`src/rtl/modulo_pkg.sv`:
```
// Shared definitions for the modulo controller and datapath: ALU modes, FSM states
// and the bundle of control flags the controller presents to the datapath.
package modulo_pkg;

  localparam logic [2:0] ALU_NOP    = 3'd0;
  localparam logic [2:0] ALU_SUB    = 3'd1;
  localparam logic [2:0] ALU_CMP_LT = 3'd2;

  typedef enum logic [3:0] {
    ST_IDLE      = 4'd0,
    ST_LOAD      = 4'd1,
    ST_INIT      = 4'd2,
    ST_CMP_ISSUE = 4'd3,
    ST_CMP_WAIT  = 4'd4,
    ST_CMP_WB    = 4'd5,
    ST_CHECK     = 4'd6,
    ST_SUB_ISSUE = 4'd7,
    ST_SUB_WAIT  = 4'd8,
    ST_SUB_WB    = 4'd9,
    ST_DONE      = 4'd10,
    ST_ERR       = 4'd11
  } state_e;

  typedef struct packed {
    logic [2:0] aluMode;
    logic       wrenUpdateZahlen;
    logic       wrenZahl1ToErg;
    logic       wrenTermErg;
    logic       wrenResToErg;
    logic       ergToAluA;
    logic       zahl2ToAluB;
    logic       checkForTermination;
    logic       busy;
    logic       done;
    logic       err;
  } ctrl_t;

  // Moore decode of a state into its flag bundle; at most one write enable per state.
  function automatic ctrl_t decode_ctrl(state_e s);
    ctrl_t c;
    c         = '0;
    c.aluMode = ALU_NOP;
    c.busy    = (s != ST_IDLE);
    case (s)
      ST_LOAD: c.wrenUpdateZahlen = 1'b1;
      ST_INIT: c.wrenZahl1ToErg   = 1'b1;
      ST_CMP_ISSUE, ST_CMP_WAIT: begin
        c.aluMode     = ALU_CMP_LT;
        c.ergToAluA   = 1'b1;
        c.zahl2ToAluB = 1'b1;
      end
      ST_CMP_WB: c.wrenTermErg = 1'b1;
      ST_CHECK:  c.checkForTermination = 1'b1;
      ST_SUB_ISSUE, ST_SUB_WAIT: begin
        c.aluMode     = ALU_SUB;
        c.ergToAluA   = 1'b1;
        c.zahl2ToAluB = 1'b1;
      end
      ST_SUB_WB: c.wrenResToErg = 1'b1;
      ST_DONE:   c.done = 1'b1;
      ST_ERR:    c.err  = 1'b1;
      default:   ;
    endcase
    return c;
  endfunction

endpackage

```
`src/rtl/control_modulo.sv`:
```
// Sequencer for the repeated-subtraction modulo datapath: load, compare, subtract,
// terminate on result < Zahl2 or abort after MAX_ITER subtractions.
module control_modulo
  import modulo_pkg::*;
#(
  parameter int unsigned ALU_LAT  = 0,
  parameter int unsigned MAX_ITER = 65535
) (
  input  logic       clk,
  input  logic       rst_i,
  input  logic       start_i,
  input  logic       valid_i,
  output logic [2:0] alu_mode_o,
  output logic       wren_update_Zahlen_o,
  output logic       wren_Zahl1_to_erg_o,
  output logic       wren_term_erg_o,
  output logic       wren_res_to_erg_o,
  output logic       erg_to_alu_a_o,
  output logic       Zahl2_to_alu_b_o,
  output logic       check_for_termination_o,
  output logic       busy_o,
  output logic       done_o,
  output logic       err_o
);

  localparam int unsigned WAIT_W = $clog2(ALU_LAT + 2);
  localparam logic [WAIT_W-1:0] WAIT_LAST = WAIT_W'((ALU_LAT > 0) ? ALU_LAT - 1 : 0);
  localparam logic [15:0] ITER_LIMIT = 16'(MAX_ITER);

  state_e            state_q, state_d;
  ctrl_t             ctrl_q;
  logic [15:0]       iterCnt_q, iterCnt_d;
  logic [WAIT_W-1:0] waitCnt_q, waitCnt_d;

  // Wait states stretch the ALU operand selection over ALU_LAT extra cycles.
  always_comb begin
    state_d   = state_q;
    iterCnt_d = iterCnt_q;
    waitCnt_d = '0;
    case (state_q)
      ST_IDLE: begin
        if (start_i) begin
          state_d   = ST_LOAD;
          iterCnt_d = '0;
        end
      end
      ST_LOAD:      state_d = ST_INIT;
      ST_INIT:      state_d = ST_CMP_ISSUE;
      ST_CMP_ISSUE: state_d = (ALU_LAT == 0) ? ST_CMP_WB : ST_CMP_WAIT;
      ST_CMP_WAIT: begin
        if (waitCnt_q == WAIT_LAST) state_d = ST_CMP_WB;
        else                        waitCnt_d = waitCnt_q + WAIT_W'(1);
      end
      ST_CMP_WB:    state_d = ST_CHECK;
      ST_CHECK: begin
        if (valid_i)                      state_d = ST_DONE;
        else if (iterCnt_q == ITER_LIMIT) state_d = ST_ERR;
        else                              state_d = ST_SUB_ISSUE;
      end
      ST_SUB_ISSUE: state_d = (ALU_LAT == 0) ? ST_SUB_WB : ST_SUB_WAIT;
      ST_SUB_WAIT: begin
        if (waitCnt_q == WAIT_LAST) state_d = ST_SUB_WB;
        else                        waitCnt_d = waitCnt_q + WAIT_W'(1);
      end
      ST_SUB_WB: begin
        state_d   = ST_CMP_ISSUE;
        iterCnt_d = iterCnt_q + 16'd1;
      end
      ST_DONE, ST_ERR: state_d = ST_IDLE;
      default:         state_d = ST_IDLE;
    endcase
  end

  // Flags are registered from the next state so every output is a clean Moore decode.
  always_ff @(posedge clk or posedge rst_i) begin
    if (rst_i) begin
      state_q   <= ST_IDLE;
      ctrl_q    <= '0;
      iterCnt_q <= '0;
      waitCnt_q <= '0;
    end else begin
      state_q   <= state_d;
      ctrl_q    <= decode_ctrl(state_d);
      iterCnt_q <= iterCnt_d;
      waitCnt_q <= waitCnt_d;
    end
  end

  assign alu_mode_o              = ctrl_q.aluMode;
  assign wren_update_Zahlen_o    = ctrl_q.wrenUpdateZahlen;
  assign wren_Zahl1_to_erg_o     = ctrl_q.wrenZahl1ToErg;
  assign wren_term_erg_o         = ctrl_q.wrenTermErg;
  assign wren_res_to_erg_o       = ctrl_q.wrenResToErg;
  assign erg_to_alu_a_o          = ctrl_q.ergToAluA;
  assign Zahl2_to_alu_b_o        = ctrl_q.zahl2ToAluB;
  assign check_for_termination_o = ctrl_q.checkForTermination;
  assign busy_o                  = ctrl_q.busy;
  assign done_o                  = ctrl_q.done;
  assign err_o                   = ctrl_q.err;

endmodule

```
`config.mk`:
```
export PLATFORM = sky130hd
export DESIGN_NAME = control_modulo
export DESIGN_NICKNAME = d
export VERILOG_FILES = /design/src/rtl/modulo_pkg.sv /design/src/rtl/control_modulo.sv
export SDC_FILE = /design/constraint.sdc
export NUM_CORES = 1
export LEC_CHECK = 0
export ABC_CLOCK_PERIOD_IN_PS = 5400
export CAP_MARGIN = 20
export CORE_MARGIN = 5
export CORE_UTILIZATION = 58
export CTS_BUF_LIST = sky130_fd_sc_hd__clkbuf_8
export DETAILED_ROUTE_END_ITERATION = 7
export PLACE_DENSITY_LB_ADDON = 0.2
export SLEW_MARGIN = 25
export SYNTH_ARGS = -nofsm -noshare
export SYNTH_HDL_FRONTEND = slang
export SYNTH_SLANG_ARGS = --single-unit
```
`constraint.sdc`:
```
create_clock -name clk -period 5.4 [get_ports clk]
set_input_delay 1.08 -clock clk [delete_from_list [all_inputs] [get_ports clk]]
set_output_delay 1.08 -clock clk [all_outputs]
set_load 0.1 [all_outputs]
```
Yosys cells after proc, flatten, opt, wreduce, memory -nomap -nowiden
Cells that the tools add are included.
Cells by class
  add/sub/neg operators: 2
  equality and inequality tests: 22
  muxes and demuxes: 19
  reduce and logical (&&, ||, !) cells: 9
Operator list (number)
  $pmux 4 s9: 1
  $eq 4x3->1 const B: 8
  $pmux 16 s2: 1
  $eq 4x4->1 const B: 6
  $mux 4: 5
  $add 16x1->16 const B: 1
  $eq 16x16->1 const B: 1
  $eq 4x2->1 const B: 4
  $mux 16: 1
  $mux 1: 9
  $eq 4x1->1 const B: 2
  $reduce_or 2->1: 4
  $logic_not 4->1: 1
  $pmux 2 s2: 1
  $reduce_bool 4->1: 1
  $reduce_or 4->1: 1
  $mux 2: 1
  $ne 2x2->1 const B: 1
  $reduce_and 2->1: 1
  $reduce_bool 2->1: 1
  $add 1x1->1 const B: 1
Storage, ports and cells
  flip-flop bits (word level): 34
  output and inout bits: 13

Longest topological paths before layout
  word-level depth: 7
  mapped depth: 6
  depth with buffers taken out: 5

Worst setup path before layout
No wires, ideal clock.
  path kind: reg-to-output
  start: register ctrl_q (netlist bit erg_to_alu_a_o)
  end: output erg_to_alu_a_o
  arrival: 1.324 ns
  path slack: 2.996 ns
  stages on the path, launching flop included: 2
  buffers on the path: 1
  path through: dfrtp_1 > buf_4
RTL lines
  from (decl): line control_modulo.sv:31  | ctrl_t ctrl_q;
  from (signal assigned): line control_modulo.sv:83  | ctrl_q <= decode_ctrl(state_d);
  to (decl): line control_modulo.sv:18  | output logic erg_to_alu_a_o,
No word-level cell between the ends.

Final worst setup path
  start: register ctrl_q (netlist bit alu_mode_o[1])
  end: output alu_mode_o[1]
RTL lines
  to (decl): line control_modulo.sv:13  | output logic [2:0] alu_mode_o,
No word-level cell between the ends.

==> flow_summary.toml <==
[yosys]
synth-compound-area-share_pct = 12.3
netlist_area_um2 = 1470
syn_nets = 149
ys_types = 42
ys.flop_type = "dfrtp_1"
yosys.area_share.simple_pct = 24.3
synth-async-reset-ratio_pct = 100
yosysSeqAreaShare_pct = 52.7
synthCells = 144
synth_top_family_by_area = "simple AND/OR/NAND/NOR gates"
synth_edf_count = 0
synthAdderAreaFrac_pct = 0.850
yosysWarnings = 0
yosys.area_share.xor_xnor_pct = 1.19
synth.mux.area_fraction_pct = 3.40
ys_ff_latch = 31
synth_area_per_cell_um2 = 10.2

[pwr]
total_power_mw = 1.07
switching_share_pct = 47.3
seq_power_share_pct = 41.4
ir_drop_mv = 0.507
p_sw_mw = 0.506
internal-power_mw = 0.565
p_leak_nw = 0.766
p_clk_share_pct = 16.7
power.density_nw_per_um2 = 629
combPwrFrac_pct = 41.9

[timing]
relSlewSlack_pct = 34.2
fin_worst_skew_ps = 6.08
period_share_pct = 52.4
finalMaxSlewViolations = 0
finalSetupTns_ps = 0
tightest_slew_ps = 984
finalHoldViolations = 0
max_freq_mhz = 354
layout_setup_ws_ps = 2570
rsz0062_at_grt = "false"
period_minus_slack_ps = 2830
holdWs_ps = 499
setup_viol = 0

[cts]
root_buffer = "clkbuf_8"
cts_tree = "done"
clk_pin_slew_worst_paths_ps = 60
clk_latency_ps = 280
cts_setup_buffers = 0
cts_max_level = 2
cts_buffers = 5
ctsLongestPathBuffers = 2
cts_resized = 0
ctsHoldBuffers = 0
cts_num_sinks = 31

[setup_path]
crit_fanout = 1
r2r_slack_ps = 3290
cp_cell_sequence = "clkdlybuf4s50_1"
cp_top_family = "buffers and inverters"
cp.required_ps = 4320
end_kind = "output port"
arrival_ps = 1750
crit_buf_inv = 1
critPathKind = "register to output port"
startpoint_type = "register"
critPathSlowestCell = "clkdlybuf4s50_1"
max_stage_delay_ps = 1130

[global_routing]
overflow = 0
first_global_vias = 1084
grt_usage_pct = 18.6
grt_max_degree = 32
antenna_found_initial = 0
grt_pass1_wl_um = 4780

[finish]
final_core_util_pct = 69.4
nets = 163
area_growth_pct = 15.7
antenna_cells = 0
fin_area_um2 = 1700
layout-drive-gt1-share_pct = 9.49
layout.cells.non_filler = 188

[place]
dpl_worst_slack_ps = 2830
portBuffers = 15
dpl_cell_area_um2 = 1620
post-dp-hpwl_um = 1930
dp.cells = 181
gp_congestion = 0.783

[job]
cap_violations = 0

[outcome]
status = "completed"

[die]
die_y_um = 60.4
fp.dieW_um = 60.4
fp.dieArea_um2 = 3650
rows = 18
pin_count = 17
initial_core_util_pct = 60.0
core_um2 = 2450

[drt]
drc = 0
vias = 1095
routed_wl_um = 2680
drt-vias-per-instance = 5.82
wl_per_cell_um = 14.3
drt_iter0_markers = 41
drtPass1Iterations = 4
antenna_left = 0

[min_path]
hold_path.class = "register to register"
[power by group through the flow]
stage | Clock, mW | Combinational, mW | Sequential (mW)
2_1_floorplan | 0 | 0.229 | 0.564
3_3_place_gp | 0 | 0.438 | 0.437
3_5_place_dp | 0 | 0.452 | 0.444
4_1_cts | 0.182 | 0.453 | 0.442
5_1_grt | 0.200 | 0.485 | 0.463
6_report | 0.179 | 0.449 | 0.444
[area by class of cell]
type	count	area (um^2)
Tap cell	30	37.5
Clock inverter	1	5.00
Inverter	6	22.5
Clock buffer	6	82.6
Multi-Input combinational cell	98	623
Sequential cell	31	776
Timing Repair Buffer	16	158
Fill cell	189	751
[path summary, 6_finish.rpt]
| check | startpoint | end | cells past startpoint |
|---|---|---|---|
| setup / recovery | alu_mode_o[1] | alu_mode_o[1] | 1 |
| hold / removal | iterCnt_q[15] | iterCnt_q[15] | 1 |
| setup reg to reg | state_q[2] | iterCnt_q[12] | 4 |
| hold reg to reg | iterCnt_q[15] | iterCnt_q[15] | 1 |
| max in group asynchronous | rst_i | alu_mode_o[1] | 3 |
| min in group asynchronous | rst_i | iterCnt_q[10] | 3 |
[logic make-up after synthesis]
group,count (synthesis)
AO/OA/AOI/OAI,24
multiplexers,5
AND/OR/NAND/NOR,65
other,1
buffers and inverters,15
flip-flops,31
adder cells (fa/ha/maj),1
XOR/XNOR,2
[sequential cells by signal, summed over array words and instances (netlist names)]
| signal | count |
|---|---|
| wren_res_to_erg_o | 1 |
| erg_to_alu_a_o | 1 |
| alu_mode_o | 2 |
| wren_update_Zahlen_o | 1 |
| state_q | 4 |
| busy_o | 1 |
| iterCnt_q | 16 |
| check_for_termination_o | 1 |
| err_o | 1 |
| done_o | 1 |
| wren_Zahl1_to_erg_o | 1 |
| wren_term_erg_o | 1 |
[layer usage]
metal | wire length [um] | track usage [%] | vias up
li1 | - | - | 540
met1 | 1160 | 21.5 | 525
met2 | 1320 | 28.5 | 26
met3 | 168 | 9.15 | 4
met4 | 23 | 9.49 | 0
met5 | 0 | 0 | -
[cells in the mapped netlist, drive strengths merged, types with 2 or more instances]
cell type	n	area, um^2
dfrtp	31	776
nand2	15	56.3
nor2	10	37.5
nand3	9	45.0
o21ai	9	45.0
buf	6	40.0
inv	6	22.5
nand4	6	43.8
mux2i	5	50.1
nor3	5	25.0
a21oi	3	15.0
clkbuf	3	11.3
nor2b	3	18.8
nor4	3	18.8
o31ai	3	22.5
and3	2	12.5
nand3b	2	15.0
o211ai	2	15.0
o311ai	2	35.0
or3	2	12.5
[cell usage in the layout (no fill, tap or decap), drive strengths merged, types with 5 or more instances in the layout]
cell type      netlist  layout
dfrtp               31      31
nand2               15      15
clkdlybuf4s50        0      15
nor2                10      10
nand3                9       9
o21ai                9       9
inv                  6       6
clkbuf               3       6
nand4                6       6
nor3                 5       5
mux2i                5       5
[worst register-to-register path, delay by kind of cell (launching register included)]
| kind | cells | cell delay [ps] |
|---|---|---|
| flops | 1 | 500 |
| simple gates | 2 | 1070 |
| compound gates | 2 | 430 |
No activity file was read; power rests on OpenSTA's default activity.
